## config.mk

```make
export PLATFORM = sky130hd
export DESIGN_NAME = reorder_buffer_flat
export DESIGN_NICKNAME = d
export VERILOG_FILES = /design/src/rtl/reorder_buffer_pkg.sv /design/src/rtl/reorder_buffer_if.sv /design/src/rtl/reorder_buffer.sv /design/src/flat_wrapper.sv
export SDC_FILE = /design/constraint.sdc
export NUM_CORES = 2
export LEC_CHECK = 0
export CAP_MARGIN = 20
export CORE_UTILIZATION = 45
export DETAILED_ROUTE_END_ITERATION = 6
export PLACE_DENSITY = 0.66
export REMOVE_ABC_BUFFERS = 1
export SETUP_SLACK_MARGIN = 0.3
export SYNTH_ARGS = -nofsm -noshare
export SYNTH_HDL_FRONTEND = slang
export SYNTH_SLANG_ARGS = --single-unit
```

## constraint.sdc

```tcl
create_clock -name clk -period 14.37 [get_ports clk]
set_clock_uncertainty 0.1 [all_clocks]
set_input_delay 3.5925 -clock clk [delete_from_list [all_inputs] [get_ports clk]]
set_output_delay 3.5925 -clock clk [all_outputs]
set_load 0.03 [all_outputs]
```

## src/rtl/reorder_buffer_pkg.sv

```systemverilog
// Shared widths, tag encoding and entry layout for the reorder buffer.
package reorder_buffer_pkg;

  localparam int unsigned ENTRY_SIZE = 4;
  localparam int unsigned ROB_SIZE   = 1 << ENTRY_SIZE;
  localparam int unsigned TAG_W      = ENTRY_SIZE + 1;
  localparam int unsigned CNT_W      = ENTRY_SIZE + 1;
  localparam int unsigned REG_W      = 6;
  localparam int unsigned XLEN       = 32;

  typedef logic [TAG_W-1:0]      tag_t;
  typedef logic [ENTRY_SIZE-1:0] idx_t;

  localparam tag_t ENTRY_NULL = TAG_W'(0);

  typedef struct packed {
    logic             busy;
    logic             ready;
    logic [REG_W-1:0] rd;
    logic [XLEN-1:0]  value;
    logic             is_branch;
    logic             is_store;
    logic             pred_taken;
    logic             actual_taken;
    logic [XLEN-1:0]  pc;
    logic [XLEN-1:0]  target;
  } rob_ent_t;

  // Tags are slot index + 1 so that tag 0 can mean "no producer".
  function automatic idx_t tag_to_idx(input tag_t t);
    return ENTRY_SIZE'(t - TAG_W'(1));
  endfunction

  function automatic tag_t idx_to_tag(input idx_t i);
    return TAG_W'(i) + TAG_W'(1);
  endfunction

endpackage

```

## src/rtl/reorder_buffer_if.sv

```systemverilog
// Issue, CDB, operand-query, commit and flush signals of the reorder buffer.
interface reorder_buffer_if;
  import reorder_buffer_pkg::*;

  logic             issue_valid;
  logic [REG_W-1:0] issue_rd;
  logic             issue_is_branch;
  logic             issue_is_store;
  logic             issue_pred_taken;
  logic [XLEN-1:0]  issue_pc;
  logic             rob_full;
  logic             new_issue;
  tag_t             rob_new_entry;

  logic             cdb_valid;
  tag_t             cdb_entry;
  logic [XLEN-1:0]  cdb_value;
  logic             cdb_taken;
  logic [XLEN-1:0]  cdb_target;

  tag_t             query_j;
  tag_t             query_k;
  logic             ready_j;
  logic             ready_k;
  logic [XLEN-1:0]  value_j;
  logic [XLEN-1:0]  value_k;

  logic             rob_commit;
  tag_t             rob_entry;
  logic [REG_W-1:0] rob_des;
  logic [XLEN-1:0]  rob_result;
  logic             store_commit;
  logic             roll_back;
  logic [XLEN-1:0]  jump_pc;

  modport slave (
    input  issue_valid, issue_rd, issue_is_branch, issue_is_store, issue_pred_taken, issue_pc,
    input  cdb_valid, cdb_entry, cdb_value, cdb_taken, cdb_target,
    input  query_j, query_k,
    output rob_full, new_issue, rob_new_entry,
    output ready_j, ready_k, value_j, value_k,
    output rob_commit, rob_entry, rob_des, rob_result, store_commit, roll_back, jump_pc
  );

  modport master (
    output issue_valid, issue_rd, issue_is_branch, issue_is_store, issue_pred_taken, issue_pc,
    output cdb_valid, cdb_entry, cdb_value, cdb_taken, cdb_target,
    output query_j, query_k,
    input  rob_full, new_issue, rob_new_entry,
    input  ready_j, ready_k, value_j, value_k,
    input  rob_commit, rob_entry, rob_des, rob_result, store_commit, roll_back, jump_pc
  );

endinterface

```

## src/rtl/reorder_buffer.sv

```systemverilog
// Circular reorder buffer: in-order allocate, out-of-order complete via CDB,
// in-order retire with branch-mispredict flush.
module reorder_buffer
  import reorder_buffer_pkg::*;
(
  input  logic             clk,
  input  logic             rst_in,
  input  logic             rdy_in,
  reorder_buffer_if.slave  bus
);

  rob_ent_t         ent_q [ROB_SIZE];
  rob_ent_t         ent_d [ROB_SIZE];
  idx_t             head_q, head_d, tail_q, tail_d;
  logic [CNT_W-1:0] cnt_q, cnt_d;

  logic             commit_q, commit_d;
  tag_t             entry_q, entry_d;
  logic [REG_W-1:0] des_q, des_d;
  logic [XLEN-1:0]  result_q, result_d;
  logic             store_q, store_d;
  logic             roll_q, roll_d;
  logic [XLEN-1:0]  jump_q, jump_d;

  rob_ent_t         head_ent;
  logic             full_c, accept_c, commit_c, mispred_c, cdb_hit_c;
  idx_t             cdb_idx;
  logic [XLEN:0]    look_j, look_k;

  // Control decisions; nothing moves while paused or in the flush cycle.
  always_comb begin
    head_ent  = ent_q[head_q];
    full_c    = (cnt_q == CNT_W'(ROB_SIZE));
    accept_c  = rdy_in && bus.issue_valid && !full_c && !roll_q;
    commit_c  = rdy_in && (cnt_q != CNT_W'(0)) && head_ent.busy && head_ent.ready;
    mispred_c = commit_c && head_ent.is_branch && (head_ent.actual_taken != head_ent.pred_taken);
    cdb_hit_c = rdy_in && !roll_q && bus.cdb_valid && (bus.cdb_entry != ENTRY_NULL);
    cdb_idx   = tag_to_idx(bus.cdb_entry);
  end

  always_comb begin
    ent_d    = ent_q;
    head_d   = head_q;
    tail_d   = tail_q;
    cnt_d    = cnt_q + CNT_W'(accept_c) - CNT_W'(commit_c);
    commit_d = commit_c;
    store_d  = commit_c && head_ent.is_store;
    entry_d  = entry_q;
    des_d    = des_q;
    result_d = result_q;
    roll_d   = mispred_c;
    jump_d   = jump_q;

    if (cdb_hit_c && ent_q[cdb_idx].busy) begin
      ent_d[cdb_idx].ready        = 1'b1;
      ent_d[cdb_idx].value        = bus.cdb_value;
      ent_d[cdb_idx].actual_taken = bus.cdb_taken;
      ent_d[cdb_idx].target       = bus.cdb_target;
    end

    if (accept_c) begin
      ent_d[tail_q] = '{busy: 1'b1, ready: 1'b0, rd: bus.issue_rd, value: XLEN'(0),
                        is_branch: bus.issue_is_branch, is_store: bus.issue_is_store,
                        pred_taken: bus.issue_pred_taken, actual_taken: 1'b0,
                        pc: bus.issue_pc, target: XLEN'(0)};
      tail_d = tail_q + idx_t'(1);
    end

    if (commit_c) begin
      ent_d[head_q].busy  = 1'b0;
      ent_d[head_q].ready = 1'b0;
      head_d   = head_q + idx_t'(1);
      entry_d  = idx_to_tag(head_q);
      des_d    = head_ent.rd;
      result_d = head_ent.value;
    end

    // Mispredict squashes everything younger, including a same-cycle issue.
    if (mispred_c) begin
      for (int i = 0; i < ROB_SIZE; i++) begin
        ent_d[i].busy  = 1'b0;
        ent_d[i].ready = 1'b0;
      end
      head_d = idx_t'(0);
      tail_d = idx_t'(0);
      cnt_d  = CNT_W'(0);
      jump_d = head_ent.actual_taken ? head_ent.target : head_ent.pc + XLEN'(4);
    end
  end

  always_ff @(posedge clk) begin
    if (rst_in) begin
      for (int i = 0; i < ROB_SIZE; i++) ent_q[i] <= '0;
      head_q   <= '0;
      tail_q   <= '0;
      cnt_q    <= '0;
      commit_q <= 1'b0;
      entry_q  <= '0;
      des_q    <= '0;
      result_q <= '0;
      store_q  <= 1'b0;
      roll_q   <= 1'b0;
      jump_q   <= '0;
    end else begin
      for (int i = 0; i < ROB_SIZE; i++) ent_q[i] <= ent_d[i];
      head_q   <= head_d;
      tail_q   <= tail_d;
      cnt_q    <= cnt_d;
      commit_q <= commit_d;
      entry_q  <= entry_d;
      des_q    <= des_d;
      result_q <= result_d;
      store_q  <= store_d;
      roll_q   <= roll_d;
      jump_q   <= jump_d;
    end
  end

  // Operand lookup: tag 0 is an immediate zero, CDB forward beats stored value.
  function automatic logic [XLEN:0] lookup(input tag_t q, input logic cv, input tag_t ce,
                                           input logic [XLEN-1:0] cval,
                                           input logic e_rdy, input logic [XLEN-1:0] e_val);
    if (q == ENTRY_NULL)        return {1'b1, XLEN'(0)};
    if (cv && (ce == q))        return {1'b1, cval};
    if (e_rdy)                  return {1'b1, e_val};
    return '0;
  endfunction

  always_comb begin
    look_j = lookup(bus.query_j, bus.cdb_valid, bus.cdb_entry, bus.cdb_value,
                    ent_q[tag_to_idx(bus.query_j)].busy && ent_q[tag_to_idx(bus.query_j)].ready,
                    ent_q[tag_to_idx(bus.query_j)].value);
    look_k = lookup(bus.query_k, bus.cdb_valid, bus.cdb_entry, bus.cdb_value,
                    ent_q[tag_to_idx(bus.query_k)].busy && ent_q[tag_to_idx(bus.query_k)].ready,
                    ent_q[tag_to_idx(bus.query_k)].value);
  end

  assign bus.ready_j       = look_j[XLEN];
  assign bus.value_j       = look_j[XLEN-1:0];
  assign bus.ready_k       = look_k[XLEN];
  assign bus.value_k       = look_k[XLEN-1:0];
  assign bus.rob_full      = full_c;
  assign bus.new_issue     = accept_c;
  assign bus.rob_new_entry = idx_to_tag(tail_q);
  assign bus.rob_commit    = commit_q;
  assign bus.rob_entry     = entry_q;
  assign bus.rob_des       = des_q;
  assign bus.rob_result    = result_q;
  assign bus.store_commit  = store_q;
  assign bus.roll_back     = roll_q;
  assign bus.jump_pc       = jump_q;

endmodule

```

## src/flat_wrapper.sv

```systemverilog
// flat-port wrapper written by rule: the top's interface ports become plain ports
module reorder_buffer_flat import reorder_buffer_pkg::*;
  (clk, rst_in, rdy_in, bus_issue_valid, bus_issue_rd, bus_issue_is_branch, bus_issue_is_store, bus_issue_pred_taken, bus_issue_pc, bus_cdb_valid, bus_cdb_entry, bus_cdb_value, bus_cdb_taken, bus_cdb_target, bus_query_j, bus_query_k, bus_rob_full, bus_new_issue, bus_rob_new_entry, bus_ready_j, bus_ready_k, bus_value_j, bus_value_k, bus_rob_commit, bus_rob_entry, bus_rob_des, bus_rob_result, bus_store_commit, bus_roll_back, bus_jump_pc);
  reorder_buffer_if bus_i ();
  input  logic clk;
  input  logic rst_in;
  input  logic rdy_in;
  input wire logic [$bits(bus_i.issue_valid)-1:0] bus_issue_valid;
  input wire logic [$bits(bus_i.issue_rd)-1:0] bus_issue_rd;
  input wire logic [$bits(bus_i.issue_is_branch)-1:0] bus_issue_is_branch;
  input wire logic [$bits(bus_i.issue_is_store)-1:0] bus_issue_is_store;
  input wire logic [$bits(bus_i.issue_pred_taken)-1:0] bus_issue_pred_taken;
  input wire logic [$bits(bus_i.issue_pc)-1:0] bus_issue_pc;
  input wire logic [$bits(bus_i.cdb_valid)-1:0] bus_cdb_valid;
  input wire logic [$bits(bus_i.cdb_entry)-1:0] bus_cdb_entry;
  input wire logic [$bits(bus_i.cdb_value)-1:0] bus_cdb_value;
  input wire logic [$bits(bus_i.cdb_taken)-1:0] bus_cdb_taken;
  input wire logic [$bits(bus_i.cdb_target)-1:0] bus_cdb_target;
  input wire logic [$bits(bus_i.query_j)-1:0] bus_query_j;
  input wire logic [$bits(bus_i.query_k)-1:0] bus_query_k;
  output wire logic [$bits(bus_i.rob_full)-1:0] bus_rob_full;
  output wire logic [$bits(bus_i.new_issue)-1:0] bus_new_issue;
  output wire logic [$bits(bus_i.rob_new_entry)-1:0] bus_rob_new_entry;
  output wire logic [$bits(bus_i.ready_j)-1:0] bus_ready_j;
  output wire logic [$bits(bus_i.ready_k)-1:0] bus_ready_k;
  output wire logic [$bits(bus_i.value_j)-1:0] bus_value_j;
  output wire logic [$bits(bus_i.value_k)-1:0] bus_value_k;
  output wire logic [$bits(bus_i.rob_commit)-1:0] bus_rob_commit;
  output wire logic [$bits(bus_i.rob_entry)-1:0] bus_rob_entry;
  output wire logic [$bits(bus_i.rob_des)-1:0] bus_rob_des;
  output wire logic [$bits(bus_i.rob_result)-1:0] bus_rob_result;
  output wire logic [$bits(bus_i.store_commit)-1:0] bus_store_commit;
  output wire logic [$bits(bus_i.roll_back)-1:0] bus_roll_back;
  output wire logic [$bits(bus_i.jump_pc)-1:0] bus_jump_pc;
  assign bus_i.issue_valid = bus_issue_valid;
  assign bus_i.issue_rd = bus_issue_rd;
  assign bus_i.issue_is_branch = bus_issue_is_branch;
  assign bus_i.issue_is_store = bus_issue_is_store;
  assign bus_i.issue_pred_taken = bus_issue_pred_taken;
  assign bus_i.issue_pc = bus_issue_pc;
  assign bus_i.cdb_valid = bus_cdb_valid;
  assign bus_i.cdb_entry = bus_cdb_entry;
  assign bus_i.cdb_value = bus_cdb_value;
  assign bus_i.cdb_taken = bus_cdb_taken;
  assign bus_i.cdb_target = bus_cdb_target;
  assign bus_i.query_j = bus_query_j;
  assign bus_i.query_k = bus_query_k;
  assign bus_rob_full = bus_i.rob_full;
  assign bus_new_issue = bus_i.new_issue;
  assign bus_rob_new_entry = bus_i.rob_new_entry;
  assign bus_ready_j = bus_i.ready_j;
  assign bus_ready_k = bus_i.ready_k;
  assign bus_value_j = bus_i.value_j;
  assign bus_value_k = bus_i.value_k;
  assign bus_rob_commit = bus_i.rob_commit;
  assign bus_rob_entry = bus_i.rob_entry;
  assign bus_rob_des = bus_i.rob_des;
  assign bus_rob_result = bus_i.rob_result;
  assign bus_store_commit = bus_i.store_commit;
  assign bus_roll_back = bus_i.roll_back;
  assign bus_jump_pc = bus_i.jump_pc;
  reorder_buffer u_core (.clk(clk), .rst_in(rst_in), .rdy_in(rdy_in), .bus(bus_i));
endmodule
```

==> impl_metrics.env <==
export IMPL_status="finished with violations"
export IMPL_violations="DRC"
export IMPL_routed_wl_mm=339
export IMPL_cpMaxStageDelayCell="buf_4"
export IMPL_worstPathMaxFanout=51
export IMPL_cts_setup_buffers=0
export IMPL_first_pass_iters=7
export IMPL_worst_path_largest_cell_delay_ns=0.75
export IMPL_layout_commonest_cell="nand2_1"
export IMPL_vias=77400
export IMPL_antenna_found_initial=47
export IMPL_h_tree_depth=4
export IMPL_p_per_area_nw_per_um2=113
export IMPL_fin_hold_ws_ns=0.351
export IMPL_fp_dieH_um=441
export IMPL_synthArstFlopShare_pct=0
export IMPL_fmax_ghz=0.0877
export IMPL_grt_usage_pct=34.0
export IMPL_p_leak_uw=0.0295
export IMPL_crit_chain="buf_8, inv_1, ha_4, xor2_4, buf_4, buf_4, mux2i_1, a211oi_1, a21oi_1, nor2_1, clkdlybuf4s50_1"
export IMPL_drive_above_1_share_pct=14.4
export IMPL_num_nets_final=9479
export IMPL_grt_max_degree=192
export IMPL_clock_latency_ns=0.85
export IMPL_period_share_pct=79.4
export IMPL_hold_viol=0
export IMPL_postRouteAntennaNets=0
export IMPL_post_place_ws_ns=3.02
export IMPL_die_w_um=441
export IMPL_io_pins=277
export IMPL_grt_pass1_vias=74300
export IMPL_cts_repair_resized=0
export IMPL_crit_top_cell="buf_4"
export IMPL_synth_edf_count=0
export IMPL_synth_compound_area_share_pct=12.5
export IMPL_drtIter0Drc=11000
export IMPL_port_buffers=276
export IMPL_worst_pin_slew_ns=1.21
export IMPL_layout_min_cycle_time_ns=11.40
export IMPL_ys_ff_latch=1819
export IMPL_yosysWarnings=0
export IMPL_cts_root_buf="clkbuf_16"
export IMPL_crit_required_ns=10.68
export IMPL_setup_ws_ns=2.97
export IMPL_clock_path_buffers=3
export IMPL_cts_buffers=188
export IMPL_yosys_area_share_simple_pct=17.5
export IMPL_netlist_cell_type_count=63
export IMPL_drc_errors=1
export IMPL_muxShareOfSynthArea_pct=21.8
export IMPL_r2r_start="u_core.head_q[2]$_SDFFE_PP0N_"
export IMPL_rsz0062_at_grt="false"
export IMPL_hold_buffers=0
export IMPL_avgSynthCellArea_um2=8.89
export IMPL_synth_top_flop_cell="dfxtp_1"
export IMPL_synth_top_family_by_area="multiplexers"
export IMPL_critPathLaunchType="input port"
export IMPL_grt_pass1_wl_mm=491
export IMPL_synth_adder_area_share_pct=0.326
export IMPL_place_hpwl_mm=182
export IMPL_maxCapViolations=0
export IMPL_dieArea_um2=194000
export IMPL_crit_arrival_ns=7.71
export IMPL_endpoint_kind="output port"
export IMPL_routabilityCongestion=0.860
export IMPL_rows=160
export IMPL_ys_seq_area_share_pct=42.0
export IMPL_fin_total_pwr_uw=10900
export IMPL_synth_xor_area_share_pct=0.586
export IMPL_hold_path_class="reg2reg"
export IMPL_cts_tree="done"
export IMPL_drv_slew=0
export IMPL_setup_viol=0
export IMPL_netlist_instances=9752
export IMPL_start_util_pct=45.4
export IMPL_crit_start="bus_query_k[0]"
export IMPL_min_from="u_core.ent_q[989]$_SDFF_PP0_"
export IMPL_overflow=0
export IMPL_drt_vias_per_instance=6.44
export IMPL_final_cell_mix="nand2_1, dfxtp_1, a21oi_1, mux4_2, clkdlybuf4s50_1"
export IMPL_avgRoutedWirePerCell_um=28.2
export IMPL_cts_sinks=1819
export IMPL_peakVddDrop_v=0.000125
export IMPL_crit_type="in2out"
export IMPL_syn_area_um2=86700
export IMPL_syn_to_final_growth_pct=11.1
export IMPL_clk_pin_slew_ns=0.06
export IMPL_relSlewSlack_pct=18.9
export IMPL_core_area_um2=191000
==> cell type report <==
| cell class | count | area (um2) |
|---|---|---|
| fillers | 17400 | 94500 |
| multi-input cells | 6873 | 46300 |
| flip-flops and latches | 1819 | 36400 |
| clock buffers | 280 | 5550 |
| repair buffers | 423 | 3990 |
| well taps | 2511 | 3140 |
| clock inverters | 60 | 746 |
| inverters | 26 | 97.6 |
| diodes | 28 | 70.1 |
==> stage by stage <==
step                instance area (um2)  std cells  util (%)  setup TNS, ns
floorplan                         82200       8718         -        -921.91
global placement                  89900      11600      47.1              0
detailed placement                89900      11700      47.1              0
CTS                               96200      12000      50.4              0
global route                      96300      12000      50.5              0
finish                            96300      12000      50.5              0
==> final timing paths <==
path / end / slack, ns / cells after the start
worst min register to register: u_core.ent_q[989]$_SDFF_PP0_ / 0.35 / 2
worst max register to register: u_core.bus.roll_back$_SDFF_PP0_ / 8.52 / 8
worst min-delay path: u_core.ent_q[989]$_SDFF_PP0_ / 0.35 / 2
worst max-delay path: bus_value_k[27] / 2.97 / 11
==> where the power goes <==
part / internal, uW / switching (uW)
Combinational: 196 / 512
Clock: 2890 / 2170
Sequential: 5070 / 19.1
Total: 8160 / 2700
==> logic make-up (layout without fill, tap and decap cells) <==
| group | Yosys count | count (layout) |
|---|---|---|
| AND/OR/NAND/NOR | 3875 | 3875 |
| adder cells (fa/ha/maj) | 22 | 22 |
| flip-flops | 1819 | 1819 |
| multiplexers | 901 | 901 |
| XOR/XNOR | 58 | 58 |
| other | 0 | 28 |
| buffers and inverters | 1060 | 789 |
| AO/OA/AOI/OAI | 2017 | 2017 |
==> synth_stat cells (3+ instances only) <==
master	n	area, um2
mux4_1	3	78.8
buf_1	51	191
clkbuf_1	700	2630
a21oi_1	1777	8890
o211ai_1	5	37.5
buf_2	239	1200
mux4_2	788	17700
nand4_1	14	87.6
nor2_1	192	721
nand2_1	3455	13000
mux2i_1	109	1090
dfxtp_1	1819	36400
a211oi_1	144	1080
a2111oi_4	4	110
nor2_4	9	101
xor2_1	37	324
nand2b_1	26	163
buf_12	3	60.1
ha_1	21	263
or2_2	16	100
nor3_1	18	90.1
inv_1	25	93.8
xnor2_1	21	184
nor2_2	3	18.8
buf_4	16	120
and2_1	10	62.6
and3_1	10	62.6
nor2b_1	70	438
nor4_1	5	31.3
nor3b_1	3	22.5
o21ai_1	13	65.1
o21ai_0	6	30.0
nand3_1	29	145
buf_6	24	270
a22oi_1	41	308
a2111oi_2	9	135
o211a_1	3	30.0
==> critical path: cells and delay by family <==
family | cells | cell delay (ns)
AO/OA/AOI/OAI | 2 | 0.33
adder cells (fa/ha/maj) | 1 | 0.23
XOR/XNOR | 1 | 0.14
buffers and inverters | 5 | 2.83
AND/OR/NAND/NOR | 1 | 0.35
multiplexers | 1 | 0.16
==> routing by layer <==
layer	vias up	share of wire, %	track usage [%]
li1	32600	-	-
met1	37400	34	40.6
met2	5825	46	53.8
met3	1472	13	9.20
met4	34	7.2	22.4
met5	-	0.066	0
Power figures use the tool's default switching activity.
